**src/rtl/vga_flash_reader.sv**
```systemverilog
`default_nettype none
// ============================================================================
// Module   : vga_flash_reader
// Brief    : Fetches 16-bit words from parallel NOR flash for the VGA preload
//            port using one timed read cycle per requested word.
// Revision : 1.0 - initial release
// ============================================================================
module vga_flash_reader #(
    parameter int WAIT_CYCLES = 5
) (
    input  logic        clk,
    input  logic        rst,
    input  logic        vga_re,
    input  logic [22:0] vga_addr,
    output logic [15:0] vga_data,
    output logic        vga_success,
    output logic [22:0] flash_a,
    input  logic [15:0] flash_d,
    output logic        flash_ce_n,
    output logic        flash_oe_n,
    output logic        flash_we_n,
    output logic        flash_byte_n,
    output logic        flash_rp_n
);

    typedef enum logic [1:0] {
        S_IDLE   = 2'd0,
        S_ACCESS = 2'd1,
        S_HOLD   = 2'd2
    } state_t;

    localparam logic [3:0] c_last_cnt = 4'(WAIT_CYCLES - 1);

    state_t      state_q,   state_d;
    logic [3:0]  cnt_q,     cnt_d;
    logic [21:0] addr_q,    addr_d;
    logic [15:0] data_q,    data_d;
    logic        success_q, success_d;
    logic        en_n_q,    en_n_d;
    logic        rp_n_q;

    // Bit 0 selects a byte inside the word we already hold; it never matters here.
    logic w_unused;
    assign w_unused = vga_addr[0];

    always_comb begin
        state_d   = state_q;
        cnt_d     = cnt_q;
        addr_d    = addr_q;
        data_d    = data_q;
        success_d = success_q;
        en_n_d    = en_n_q;

        unique case (state_q)
            S_IDLE: begin
                success_d = 1'b0;
                en_n_d    = 1'b1;
                if (vga_re) begin
                    addr_d  = vga_addr[22:1];
                    en_n_d  = 1'b0;
                    cnt_d   = 4'd0;
                    state_d = S_ACCESS;
                end
            end

            S_ACCESS: begin
                cnt_d = cnt_q + 4'd1;
                if (!vga_re) begin
                    en_n_d    = 1'b1;
                    success_d = 1'b0;
                    state_d   = S_IDLE;
                end else if (cnt_q == c_last_cnt) begin
                    data_d    = flash_d;
                    success_d = 1'b1;
                    en_n_d    = 1'b1;
                    state_d   = S_HOLD;
                end
            end

            S_HOLD: begin
                if (!vga_re) begin
                    success_d = 1'b0;
                    state_d   = S_IDLE;
                end else if (vga_addr[22:1] != addr_q) begin
                    // Next word starts on this same edge to keep the stream dense.
                    success_d = 1'b0;
                    addr_d    = vga_addr[22:1];
                    en_n_d    = 1'b0;
                    cnt_d     = 4'd0;
                    state_d   = S_ACCESS;
                end
            end

            default: begin
                success_d = 1'b0;
                en_n_d    = 1'b1;
                state_d   = S_IDLE;
            end
        endcase
    end

    always_ff @(posedge clk) begin
        if (rst) begin
            state_q   <= S_IDLE;
            cnt_q     <= 4'd0;
            addr_q    <= 22'd0;
            data_q    <= 16'd0;
            success_q <= 1'b0;
            en_n_q    <= 1'b1;
            rp_n_q    <= 1'b0;
        end else begin
            state_q   <= state_d;
            cnt_q     <= cnt_d;
            addr_q    <= addr_d;
            data_q    <= data_d;
            success_q <= success_d;
            en_n_q    <= en_n_d;
            rp_n_q    <= 1'b1;
        end
    end

    assign vga_data     = data_q;
    assign vga_success  = success_q;
    assign flash_a      = {addr_q, 1'b0};
    assign flash_ce_n   = en_n_q;
    assign flash_oe_n   = en_n_q;
    assign flash_we_n   = 1'b1;
    assign flash_byte_n = 1'b1;
    assign flash_rp_n   = rp_n_q;

endmodule
`default_nettype wire

```
**config.mk**
```make
export PLATFORM = sky130hd
export DESIGN_NAME = vga_flash_reader
export DESIGN_NICKNAME = d
export VERILOG_FILES = /design/src/rtl/vga_flash_reader.sv
export SDC_FILE = /design/constraint.sdc
export NUM_CORES = 1
export LEC_CHECK = 0
export CAP_MARGIN = 20
export CORE_UTILIZATION = 35
export DETAILED_ROUTE_END_ITERATION = 6
export PLACE_DENSITY = 0.8
export SLEW_MARGIN = 30
export SYNTH_ARGS = -nofsm -noshare
export SYNTH_HDL_FRONTEND = slang
export SYNTH_SLANG_ARGS = --single-unit
```
**constraint.sdc**
```tcl
create_clock -name clk -period 2.5 [get_ports clk]
set_input_delay 0.75 -clock clk [delete_from_list [all_inputs] [get_ports clk]]
set_output_delay 0.75 -clock clk [all_outputs]
set_load 0.01 [all_outputs]
```
# Word-level counts from Yosys, hierarchy flattened
# Index checks and enable logic that the tools add are counted.
[word_totals]
inputBits = 42
wordCells = 50
out_inout_bits = 45
regBits = 47
[classes]
mux = 24
eq_ne = 9
add_sub_neg = 1
reduce_logical = 9
[op_table]
columns = ["cell", "n"]
rows = [
  ["22-bit two-way mux", 3],
  ["22-bit one-hot mux with 2 select lines", 1],
  ["22-bit inequality test", 1],
  ["4-bit two-way mux", 3],
  ["4-bit one-hot mux with 3 select lines", 1],
  ["2-bit two-way mux", 5],
  ["3-bit AND reduction", 3],
  ["1-bit two-way mux", 8],
  ["4-bit AND reduction", 2],
  ["2-bit inequality test (second input constant)", 3],
  ["3-bit inequality test (second input constant)", 2],
  ["2-bit one-hot mux with 3 select lines", 1],
  ["4-bit by 1-bit adder with 4-bit output (second input constant)", 1],
  ["4-bit by 3-bit == test with 1-bit output (second input constant)", 1],
  ["1-bit one-hot mux with 3 select lines", 1],
  ["3-bit nonzero test", 1],
  ["2-bit by 1-bit == test with 1-bit output (second input constant)", 1],
  ["2-bit == test (second input constant)", 1],
  ["2-bit logical NOT", 1],
  ["1-bit one-hot mux with 2 select lines", 1],
  ["2-bit AND reduction", 1],
  ["2-bit nonzero test", 1],
]

# Longest topological paths before layout
# Gate-level depths: netlist (run 1).
[logic_depth]
word_depth = 4
ltp_mapped = 9
depth_no_buf = 7

# Worst setup path after synthesis (run 1)
# No wires, ideal clock.
[synth_path]
path_kind = "input-to-reg"
start = "input port vga_addr[15]"
end = "register addr_q[1]"
required_ns = 2.383
cell_stages = 6
path_slack_ns = 0.173
setup_ns = 0.117
t_arrival_ns = 2.210
n_path_buf = 1
cell_sequence = "xor2_1 -> or4_4 -> nor4_4 -> a211oi_2 -> buf_6 -> a22o_1"
[synth_via]
elab_chain_len = 3
[synth_rtl]
columns = ["element", "line", "source"]
rows = [
  ["from (decl)", "14", "input logic [22:0] vga_addr,"],
  ["22-bit inequality test", "84", "end else if (vga_addr[22:1] != addr_q) begin"],
  ["2-bit inequality test (no source line)", "-", ""],
  ["4-bit AND reduction (no source line)", "-", ""],
  ["to (signal assigned)", "114", "addr_q <= addr_d;"],
  ["to (decl)", "36", "logic [21:0] addr_q, addr_d;"],
]
# No other way between the ends.
# A chain may end at the register's enable or synchronous reset.

# Worst setup path in the final report (run 1)
[layout_path]
start = "input port vga_addr[10]"
end = "register addr_q[4]"
# The elaborated chain is that of the path after synthesis.

==> flow_summary.yaml, run 1 <==
detailed_routing:
  drc: 0
  vias: 1787
  wl_met3_um: 244
  dr.first_iter.drc_count: 66
  wl_met1_um: 2280
  wl_um: 5130
  dr.pass1.iters: 4
  route.met2.wl_um: 2540
  wl_per_cell_um: 14.1
  via_per_inst: 4.91
  drtAntennaViolNets: 0
  topRoutingLayerUsed: "met4"
timing:
  layout_worst_path_cycle_share_pct: 96.9
  max_freq_mhz: 413
  hold_viol: 0
  rsz0062_at_grt: "no"
  tns_ps: 0
  setup_viol: 0
  maxSlewHeadroom_pct: 59.1
  fin_skew_ps: 5.75
  drv_slew: 0
  period_minus_slack_ps: 2420
  fin_ws_ps: 76.4
  max_slew.worst_pin.slew_ps: 612
place:
  detailed_place_hpwl_um: 3580
  dp.cells: 353
  placement.io_buffers: 82
  pre_cts_ws_ps: -336
  gp_congestion: 0.778
synthesis:
  synth_seq_cells: 47
  synthDistinctLibCells: 33
  seq_area_frac_synth_pct: 47.6
  synth_cells: 208
  avgSynthCellArea_um2: 9.50
  syn_area_um2: 1980
  ys_warn_count: 0
die:
  die_h_um: 77.1
  die_w_um: 77.1
  die-area_um2: 5950
  core-area_um2: 5270
  num_rows: 26
  io_pins: 87
  start_util_pct: 37.5
worst_setup_path:
  crit_fanout: 6
  required_ps: 2690
  crit_type: "in2reg"
  critical_path_arrival_ps: 2610
  end_kind: "flip-flop"
  critPathLaunchType: "input pin"
flow_run:
  drv_cap: 0
status:
  status: "finished, final reports clean"
worst_hold_path:
  hold_path_class: "reg2reg"
finish:
  drive_gt1_share_pct: 8.50
  nets: 338
  final_cell_mix: "clkdlybuf4s50_1 (76), dfxtp_1 (47), nand2_1 (36)"
  layout_commonest_cell: "clkdlybuf4s50_1"
  antenna_cells: 0
  area_growth_pct: 55.4
  postLayoutCoreUtil_pct: 58.2
  final_cells: 364
clock_network:
  tritoncts.num_buffers: 5
  cts-root-buf: "clkbuf_8"
  cts_tree: "built"
  cts_buffer_depth: 2
  htree_levels: 2
  cts.clk_slew.worst_paths_ps: 80
  cts_hold_buf: 0
  cts_sinks: 47
  clock_latency_ps: 290
global_routing:
  antenna_found_initial: 0
  grt_max_degree: 26
  grt_pass1_vias: 1664
  grt.overflow.total: 0
  grt_pass1_wl_um: 8070
  track_usage_pct: 17.0
pwr:
  total_power_mw: 1.54
  p_leak_nw: 1.15
  power_density_nw_per_um2: 502
  irDropWorstVdd_mv: 0.340
cells in the mapped netlist:
library cell,number,area [µm²]
buf_4,4,30.0
nor4_4,1,21.3
a22o_1,22,193
nand2b_1,3,18.8
o21bai_1,1,7.51
nand3b_1,1,7.51
a21oi_1,17,85.1
nand3_1,2,10.0
o22ai_1,1,6.26
clkbuf_1,8,30.0
nor2_1,5,18.8
nor4_1,3,18.8
o41ai_1,2,17.5
and2_1,1,6.26
or4_1,3,22.5
a311oi_1,2,17.5
nand2_1,36,135
inv_1,3,11.3
a41o_1,1,10.0
or4_4,1,11.3
ha_1,2,25.0
a31oi_1,2,12.5
a211oi_2,1,12.5
buf_2,2,10.0
a211oi_1,1,7.51
nor2b_1,4,25.0
buf_6,2,22.5
xor2_1,11,96.3
o211ai_1,1,7.51
xnor2_1,12,105
conb_1,2,7.51
nand4_1,4,25.0
dfxtp_1,47,941
layer usage:
layer,track usage (%),up-vias
met2,28.2,45
li1,-,890
met4,5.85,0
met5,0,-
met3,4.40,4
met1,21.2,848
critical path, cell delays in order:
cell	delay [ps]
clkdlybuf4s50_1	430
xor2_1	160
or4_4	440
nor4_4	230
a211oi_4	180
clkbuf_16	200
a22o_1	230
metrics by stage:
stage / hold slack [ps] / instance area [µm²]
floorplan: 439 / 1980
global placement: 441 / 2880
detailed placement: 446 / 2880
CTS: 457 / 3050
global route: 482 / 3070
finish: 455 / 3070
path summary, 6_finish.rpt:
kind                 from  cells past startpoint          end  slack, ps
max          vga_addr[10]                      7    addr_q[4]         80
min           vga_data[4]                      2  vga_data[4]        450
max reg2reg     addr_q[4]                      6    addr_q[4]        430
min reg2reg   vga_data[4]                      2  vga_data[4]        450
area by class of cell:
class	count	area, µm²
Clock buffer	6	82.6
Clock inverter	1	5.00
Fill cell	503	2200
Inverter	3	11.3
Multi-Input combinational cell	143	961
Sequential cell	47	941
Tap cell	70	87.6
Timing Repair Buffer	94	981
state kept, by name, indices dropped and copies added, names as in the netlist:
name,count
addr_q,22
cnt_q,4
flash_ce_n,1
flash_rp_n,1
state_q,2
vga_data,16
vga_success,1
repair_timing:
action | 4_1_cts | 5_1_grt
gates cloned | 2 | 1
pin swaps | 4 | 2
buffers inserted | 1 | 0
endpoints found under the setup margin | 11 | 29
resized for setup | 8 | 5
power by group:
part | total [mW] | leakage [nW] | switching, mW | internal (mW)
registers | 0.805 | 0.383 | 0.0279 | 0.777
clock network | 0.455 | 0.0470 | 0.238 | 0.217
logic | 0.281 | 0.721 | 0.112 | 0.169
cells by family (layout without fill, tap and decap cells):
family | count (synthesis) | count (layout) | share of synthesized area (%)
flip-flops | 47 | 47 | 47.6
AND/OR/NAND/NOR | 64 | 64 | 16.2
adder cells (fa/ha/maj) | 2 | 2 | 1.27
buffers and inverters | 19 | 104 | 5.26
other | 2 | 3 | 0.380
XOR/XNOR | 23 | 23 | 10.2
AO/OA/AOI/OAI | 51 | 51 | 19.1
Power figures use the tool's default switching activity.
==> run 2: changes to the inputs <==
--- a/config.mk
+++ b/config.mk
@@ -5,7 +5,6 @@
 export SDC_FILE = /design/constraint.sdc
 export NUM_CORES = 1
 export LEC_CHECK = 0
-export CAP_MARGIN = 20
 export CORE_UTILIZATION = 35
 export DETAILED_ROUTE_END_ITERATION = 6
 export PLACE_DENSITY = 0.8
==> results of run 2 <==
The final DEF is identical to that of run 1; final timing and power are the same.
==> run 3: changes to the inputs <==
--- a/config.mk
+++ b/config.mk
@@ -5,8 +5,10 @@
 export SDC_FILE = /design/constraint.sdc
 export NUM_CORES = 1
 export LEC_CHECK = 0
+export CORE_MARGIN = 2
 export CORE_UTILIZATION = 35
 export DETAILED_ROUTE_END_ITERATION = 6
+export HOLD_SLACK_MARGIN = 0.02
 export PLACE_DENSITY = 0.8
 export SLEW_MARGIN = 30
 export SYNTH_ARGS = -nofsm -noshare
==> run 3 against run 2 <==
  * Non-clock buffer count shrank 1
  * Total power shrank 1.5%
  * Final cell count grew 0.55%
  * Critical path type unchanged
  * Wire length shrank 1.8%
  * Worst hold slack is essentially flat
  * Register-to-register slack is essentially flat
  * Combinational power shrank 2%
  * Clock-buffer cell count shrank 1
==> flow_summary.yaml, run 3 (same netlist as run 1, synthesis figures left out) <==
detailed_routing:
  dr.pass1.iters: 4
  wl_um: 5040
  vias: 1771
  via_per_inst: 4.84
  drc: 0
  drtAntennaViolNets: 0
  dr.first_iter.drc_count: 112
  wl_per_cell_um: 13.8
finish:
  postLayoutCoreUtil_pct: 55.5
  largest_reg_flops: 22
  drive_gt1_share_pct: 8.16
  final_cell_mix: "clkdlybuf4s50_1 (75), dfxtp_1 (47), nand2_1 (36)"
  layout_commonest_cell: "clkdlybuf4s50_1"
  antenna_cells: 0
  regMostFlops: "addr_q"
  stdcell_area_um2: 3040
  fillerInstances: 508
  area_growth_pct: 53.8
  nets: 337
pwr:
  clkPwrFrac_pct: 28.9
  p_leak_nw: 1.14
  irDropWorstVdd_mv: 0.296
  p_sw_mw: 0.383
  p_sw_share_pct: 25.2
  seq_power_share_pct: 53.0
  power_density_nw_per_um2: 500
  p_int_mw: 1.13
  p_comb_share_pct: 18.2
place:
  placement.io_buffers: 82
  gp_congestion: 0.733
  placed_cell_area_um2: 2880
  detailed_place_hpwl_um: 3600
timing:
  max_slew.worst_pin.slew_ps: 585
  max_freq_mhz: 414
  tns_ps: 0
  setup_viol: 0
  period_minus_slack_ps: 2420
  rsz0062_at_grt: "no"
  drv_slew: 0
  hold_viol: 0
  fin_skew_ps: 5.59
  layout_worst_path_cycle_share_pct: 96.7
  maxSlewHeadroom_pct: 60.9
global_routing:
  grt_pass1_vias: 1848
  track_usage_pct: 17.3
  grt.overflow.total: 0
  antenna_found_initial: 0
  grt_max_degree: 24
  grt_pass1_wl_um: 8610
die:
  num_rows: 27
  die_h_um: 79.1
  die-area_um2: 6260
  die_w_um: 79.1
  core-area_um2: 5470
  start_util_pct: 36.1
  io_pins: 87
worst_setup_path:
  crit_type: "in2reg"
  critical_path_arrival_ps: 2610
  critPathLaunchType: "input pin"
  end_kind: "flip-flop"
  crit_fanout: 10
  required_ps: 2690
status:
  status: "finished, final reports clean"
clock_network:
  cts.clk_slew.worst_paths_ps: 80
  clock_latency_ps: 300
  cts_tree: "built"
  tritoncts.num_buffers: 5
  htree_levels: 2
  cts_buffer_depth: 2
  cts_hold_buf: 0
  cts_sinks: 47
  cts-root-buf: "clkbuf_8"
worst_hold_path:
  hold_path_class: "reg2reg"
flow_run:
  drv_cap: 0
-- run 3: cell types whose count changed in the layout (fill, tap and decap cells not counted), sizes merged --
cell,before,now
clkinv,1,3
clkbuf,7,5
dlygate4sd2,3,4
clkdlybuf4s50,76,75
-- run 3: path summary, 6_finish.rpt --
| check | end | depth (start not counted) | slack, ps | start |
|---|---|---|---|---|
| min | vga_data[8] | 2 | 450 | vga_data[8] |
| min reg2reg | vga_data[8] | 2 | 450 | vga_data[8] |
| max | addr_q[3] | 7 | 80 | vga_addr[15] |
| max reg2reg | addr_q[3] | 6 | 440 | addr_q[14] |
-- run 3: power groups by stage --
| stage | combinational, mW | sequential (mW) | clock [mW] |
|---|---|---|---|
| 6_report | 0.276 | 0.804 | 0.438 |
| 5_1_grt | 0.296 | 0.810 | 0.495 |
| 4_1_cts | 0.277 | 0.804 | 0.458 |
| 3_5_place_dp | 0.262 | 0.821 | 0 |
| 3_3_place_gp | 0.259 | 0.820 | 0 |
| 2_1_floorplan | 0.107 | 0.830 | 0 |
-- run 3: layout make-up --
| cell class | count | area (µm²) | area share (%) |
|---|---|---|---|
| clock buffers | 5 | 68.8 | 2.27 |
| clock inverters | 3 | 15.0 | 0.494 |
| inverters | 3 | 11.3 | 0.371 |
| multi-input cells | 143 | 953 | 31.4 |
| flip-flops and latches | 47 | 941 | 31.0 |
| well taps | 72 | 90.1 | 2.97 |
| repair buffers | 93 | 958 | 31.5 |
-- run 3: metrics by stage --
stage / instances / hold slack (ps) / worst slack (ps) / total power, mW
after detailed placement: 356 / 447 / -355 / 1.08
after floorplan: 209 / 439 / 173 / 0.937
after CTS: 366 / 459 / 3.89 / 1.54
after global routing: 366 / 481 / 29.7 / 1.60
final: 366 / 455 / 83.1 / 1.52
after global placement: 356 / 442 / -306 / 1.08
-- run 3: per-layer routing --
metal | part of all wire, % | GRT usage, %
met5 | 0 | 0
met4 | 1.2 | 5.00
met3 | 5.8 | 5.11
met2 | 49 | 29.2
met1 | 44 | 21.2
-- run 3: critical path, stage by stage --
cell           delay, ps
dlygate4sd2_1        260
xor2_1               170
or4_4                550
nor4_4               290
a211oi_4             180
buf_16               180
a22o_1               220
-- run 3: repair_timing --
action | 4_1_cts | 5_1_grt
resized for setup | 8 | 4
buffers inserted | 1 | 0
gates cloned | 2 | 0
setup endpoints to repair | 21 | 24
pin swaps | 2 | 1
==> edit 1, RTL diff (flow settings as in run 1) <==
Register the output `flash_a`; this adds one clock of latency there. The other outputs are not delayed to match.
--- a/src/rtl/vga_flash_reader.sv
+++ b/src/rtl/vga_flash_reader.sv
@@ -121,7 +121,9 @@
 
     assign vga_data     = data_q;
     assign vga_success  = success_q;
-    assign flash_a      = {addr_q, 1'b0};
+    always_ff @(posedge clk) begin
+        flash_a <= {addr_q, 1'b0};
+    end
     assign flash_ce_n   = en_n_q;
     assign flash_oe_n   = en_n_q;
     assign flash_we_n   = 1'b1;
Check against the original RTL: not equivalent (Yosys sat finds a counterexample within 4 cycles, from zero or initial values and one cycle with rst high).
==> edit 1 against run 1 <==
Sequential power is 47% higher; setup slack lost 9.5 ps; sequential cell count up 22; non-clock buffer count did not move; power increased by 54%; synthesized area rose by 22%; routed wire length is 9.6% higher; critical path depth stayed put; hold slack got worse by 75 ps; final cell count increased by 10%; synthesized cell count up 8.2%; final area up 17%; critical path type unchanged; critical endpoint is now addr_q[1]; highest routed layer unchanged.
==> edit 1: results (changes against run 1) <==
| Stage | Metric | Value | Delta |
|:---|:---|:---|:---|
| status | Status | completed | unchanged |
| power and ir drop | Leakage Power | 1.36 nW | was 1.15 nW |
| worst setup path | Launching element of the worst setup path | vga_addr[15] | was vga_addr[10] |
| grt | All-Layer GR Usage | 16.1% | was 17.0% |
| final layout | Fraction of final layout cells with drive strength greater than 1 | 15.7% | was 8.50% |
| yosys | Sequential share of the synthesized area | 57.2% | was 47.6% |
| placed design | Number of cells after detailed placement | 383 | was 353 |
| grt | Global-route wire length before repair | 9020 um | was 8070 um |
| placed design | Detailed placer's ending HPWL | 3880 um | was 3580 um |
| worst setup path | Data arrival, critical path | 2670 ps | was 2610 ps |
| worst hold path | Hold_sp | addr_q[6] | was vga_data[4] |
| yosys | Mean cell area of the mapped netlist | 10.7 um^2 | was 9.50 um^2 |
| placed design | Gpl congestion | 0.807 | was 0.778 |
| sta | Actual transition at the worst max-transition pin | 635 ps | was 612 ps |
| grt | Maximum number of pins on one net before global-route repair | 18 | was 26 |
| clock network | Number of clock buffers inserted by TritonCTS | 9 | was 5 |
| drt | Routed vias/inst | 4.84 | was 4.91 |
| yosys | Number of distinct library cells after synthesis | 36 | was 33 |
| worst setup path | Critical-path cell with the highest stage delay | clkdlybuf4s50_1 | was or4_4 |
| clock network | Clock insertion delay at the later pin of the skew report | 340 ps | was 290 ps |
| yosys | Most used standard cells in the synthesized netlist | dfxtp_1, nand2_1, a21oi_1 | was dfxtp_1, nand2_1, a22o_1 |
| clock network | Htree depth | 3 | was 2 |
| final layout | Final cell count without fillers | 401 | was 364 |
| sta | Maximum clock skew at final layout | 11.3 ps | was 5.75 ps |
| power and ir drop | Maximum vdd ir drop | 0.277 mV | was 0.340 mV |
| worst setup path | Largest fanout of any net on the critical path | 12 | was 6 |
[edit 1: routing by layer]
| metal | part of all wire [%] | track usage (%) | vias up |
|---|---|---|---|
| li1 | - | - | 968 |
| met1 | 47 | 19.9 | 912 |
| met2 | 47 | 26.2 | 54 |
| met3 | 5.1 | 3.99 | 8 |
| met4 | 1.4 | 8.47 | 0 |
| met5 | 0 | 0 | - |
[edit 1: worst paths after layout]
kind | slack, ps | depth (start not counted) | to
worst min-delay path | 380 | 0 | flash_a[7]
worst max-delay path | 70 | 7 | addr_q[1]
worst min register to register | 380 | 0 | flash_a[7]
worst max register to register | 570 | 6 | addr_q[1]
[edit 1: timing repair]
action,4_1_cts,5_1_grt
hold buffers,0,0
gates resized for setup,2,1
pin swaps,1,1
cloned,1,0
setup buffers,0,1
setup endpoints to repair,24,1
[edit 1: cell type report]
type                    count  area, um^2
inverters                   3        11.3
clock inverters             7        75.1
well taps                  77        96.3
repair buffers             94         948
multi-input cells         142         967
clock buffers               9         124
flip-flops and latches     69        1380
fillers                   536        2890
[edit 1: stage by stage]
| stage | util, % | setup WS [ps] | power [W] | TNS [ps] |
|---|---|---|---|---|
| 3_3_place_gp | 51.7 | -517 | 0.00148 | -12660 |
| 2_1_floorplan | - | 462 | 0.00132 | 0 |
| 3_5_place_dp | 51.7 | -581 | 0.00148 | -14660 |
| 4_1_cts | 55.2 | 87.1 | 0.00238 | 0 |
| 5_1_grt | 55.5 | 17.8 | 0.00247 | 0 |
| 6_report | 55.5 | 66.8 | 0.00237 | 0 |
[edit 1: worst max-delay path: cells and delay by family]
kind,cells,cell delay (ps)
xor+xnor,1,170
compound gates,2,340
simple gates,2,800
buf+inv,2,610
[edit 1: power breakdown]
part	switching, W	internal [W]	total, W
logic	0.000115	0.000171	0.000286
registers	0.0000314	0.00115	0.00118
clock network	0.000439	0.000463	0.000903
[edit 1: cell families (layout without fill, tap and decap cells)]
| family | count (synthesis) | in the layout | synth area share (%) |
|---|---|---|---|
| other | 2 | 3 | 0.311 |
| buffers and inverters | 16 | 113 | 4.40 |
| AOI/OAI and AO/OA | 52 | 53 | 16.5 |
| adders and majority gates | 2 | 2 | 1.04 |
| DFF | 69 | 69 | 57.2 |
| xor gates and xnor gates | 22 | 22 | 7.97 |
| and+or+nand+nor | 62 | 62 | 12.6 |
==> edit 2, RTL diff (flow settings as in run 1) <==
Made on the original files. The 3 states of `state_t` get a one-hot encoding in 3 bits.
--- a/src/rtl/vga_flash_reader.sv
+++ b/src/rtl/vga_flash_reader.sv
@@ -23,10 +23,10 @@
     output logic        flash_rp_n
 );
 
-    typedef enum logic [1:0] {
-        S_IDLE   = 2'd0,
-        S_ACCESS = 2'd1,
-        S_HOLD   = 2'd2
+    typedef enum logic [2:0] {
+        S_IDLE   = 3'b001,
+        S_ACCESS = 3'b010,
+        S_HOLD   = 3'b100
     } state_t;
 
     localparam logic [3:0] c_last_cnt = 4'(WAIT_CYCLES - 1);
Behaviour: same outputs for any inputs over 10 cycles, from zero or initial values and one cycle with rst high; not proved beyond that.
==> edit 2 against run 1 <==
Setup slack improved by 8.5 ps; count of clock-buffer cells in the layout is 1 higher; die area grew 0.31%; sequential share of layout area is 0.82 points higher; final area decreased by 0.53%; first-iteration DRC count grew 59%; global-route usage shrank 0.63 points; clock power is 4.6% higher; hold slack better by 3.1 ps; sequential cell count rose by 1; synthesized area increased by 0.32%; routed wire length shrank 4.9%; power is 1.4% higher; critical endpoint is now addr_q[8].
==> edit 2: results (changes against run 1) <==
| Stage | Metric | Value | Delta |
|:---|:---|:---|:---|
| status | Status | completed | unchanged |
| drt | Aggregate routed wire length | 4880 um | was 5130 um |
| final layout | Number of fill cells | 523 | was 503 |
| grt | Maximum number of pins on one net before global-route repair | 23 | was 26 |
| power and ir drop | Leakage Power | 1.08 nW | was 1.15 nW |
| worst setup path | Largest fanout of any net on the critical path | 22 | was 6 |
| placed design | Detailed placer's ending HPWL | 3540 um | was 3580 um |
| yosys | Most used standard cells in the synthesized netlist | dfxtp_1, nand2_1, a21oi_1 | was dfxtp_1, nand2_1, a22o_1 |
| grt | Vias in the first global route | 1700 | was 1664 |
| worst setup path | Slowest Stage Delay on Critical Path | 570 ps | was 440 ps |
| yosys | Sequential share of the synthesized area | 48.5% | was 47.6% |
| worst setup path | Depth of the worst register-to-register path | 6 | unchanged |
| clock network | Post-CTS setup buffers | 0 | was 1 |
| placed design | IO Port Bufs | 82 | unchanged |
| drt | Number of iterations in the first detailed-routing pass | 6 | was 4 |
| drt | Initial DRC Count | 105 | was 66 |
| grt | Global-route wire length before repair | 7850 um | was 8070 um |
| yosys | Cell types with the largest area share after synthesis | dfxtp_1, a22o_1, xnor2_1, nand2_1, a21oi_1 | was dfxtp_1, a22o_1, nand2_1, xnor2_1, xor2_1 |
| power and ir drop | Internal power | 0.00118 W | was 0.00116 W |
| sta | Rel. slew slack | 59.0% | was 59.1% |
| final layout | Final #Nets | 344 | was 338 |
| yosys | Number of distinct library cells after synthesis | 31 | was 33 |
| power and ir drop | Maximum vdd ir drop | 0.277 mV | was 0.340 mV |
| placed design | Gpl congestion | 0.846 | was 0.778 |
| drt | Routed vias/inst | 4.90 | was 4.91 |
| placed design | Pre-CTS setup slack | -312 ps | was -336 ps |
| clock network | PostCTS Resize Cnt | 0 | was 8 |
| final layout | Fraction of final layout cells with drive strength greater than 1 | 8.64% | was 8.50% |
| final layout | Top register by number of flip-flops | addr_q | unchanged |
| grt | All-Layer GR Usage | 16.4% | was 17.0% |
## edit 2: cell count changes after synthesis, sizes merged, moves of 4 or more
cell,before,now
a21oi,17,23
o21ai,0,5
xnor2,12,17
xor2,11,6
nand2,36,40
## edit 2: worst paths after layout
path,startpoint,endpoint,slack (ps)
setup reg to reg,state_q[2],addr_q[8],340
setup / recovery,vga_addr[18],addr_q[8],80
hold / removal,vga_data[7],vga_data[7],460
hold reg to reg,vga_data[7],vga_data[7],460
## edit 2: per-layer routing
metal	track usage [%]	wire length, um	vias to the layer above
li1	-	-	906
met1	21.0	2240	870
met2	26.9	2370	46
met3	3.57	214	6
met4	5.85	55	0
met5	0	0	-
## edit 2: area by class of cell
type | count | area [um^2] | area share (%)
Tap cell | 72 | 90.1 | 2.95
Clock buffer | 7 | 86.3 | 2.83
Clock inverter | 1 | 7.51 | 0.246
Multi-Input combinational cell | 148 | 968 | 31.7
Inverter | 5 | 18.8 | 0.615
Sequential cell | 48 | 961 | 31.5
Timing Repair Buffer | 92 | 921 | 30.2
## edit 2: cells by family (layout without fill, tap and decap cells)
| family | after synthesis | after routing | synth area share [%] |
|---|---|---|---|
| xor gates and xnor gates | 23 | 23 | 10.2 |
| and+or+nand+nor | 63 | 63 | 15.5 |
| adders and majority gates | 2 | 2 | 1.26 |
| DFF | 48 | 48 | 48.5 |
| buffers and inverters | 18 | 105 | 4.42 |
| other | 2 | 3 | 0.379 |
| AOI/OAI and AO/OA | 57 | 57 | 19.8 |
## edit 2: power groups by stage
stage / combinational [W] / clock (W) / sequential, W
3_5_place_dp: 0.000265 / 0 / 0.000838
4_1_cts: 0.000266 / 0.000493 / 0.000821
6_report: 0.000265 / 0.000476 / 0.000821
3_3_place_gp: 0.000260 / 0 / 0.000837
5_1_grt: 0.000284 / 0.000516 / 0.000825
2_1_floorplan: 0.000102 / 0 / 0.000847
## edit 2: tightest hold or removal path: stages, from the launching register on
cell and delay [ps]:
dfxtp_1 310, nand2_1 50, a21oi_1 50
## edit 2: per-stage QoR
stage | cell area, um^2 | hold slack [ps] | power [W] | util (%) | instances
4_1_cts | 3030 | 459 | 0.00158 | 55.4 | 373
3_3_place_gp | 2940 | 441 | 0.00110 | 53.7 | 365
2_1_floorplan | 1990 | 463 | 0.000949 | - | 214
6_report | 3050 | 458 | 0.00156 | 55.8 | 373
5_1_grt | 3050 | 475 | 0.00163 | 55.8 | 373
3_5_place_dp | 2940 | 446 | 0.00110 | 53.7 | 365
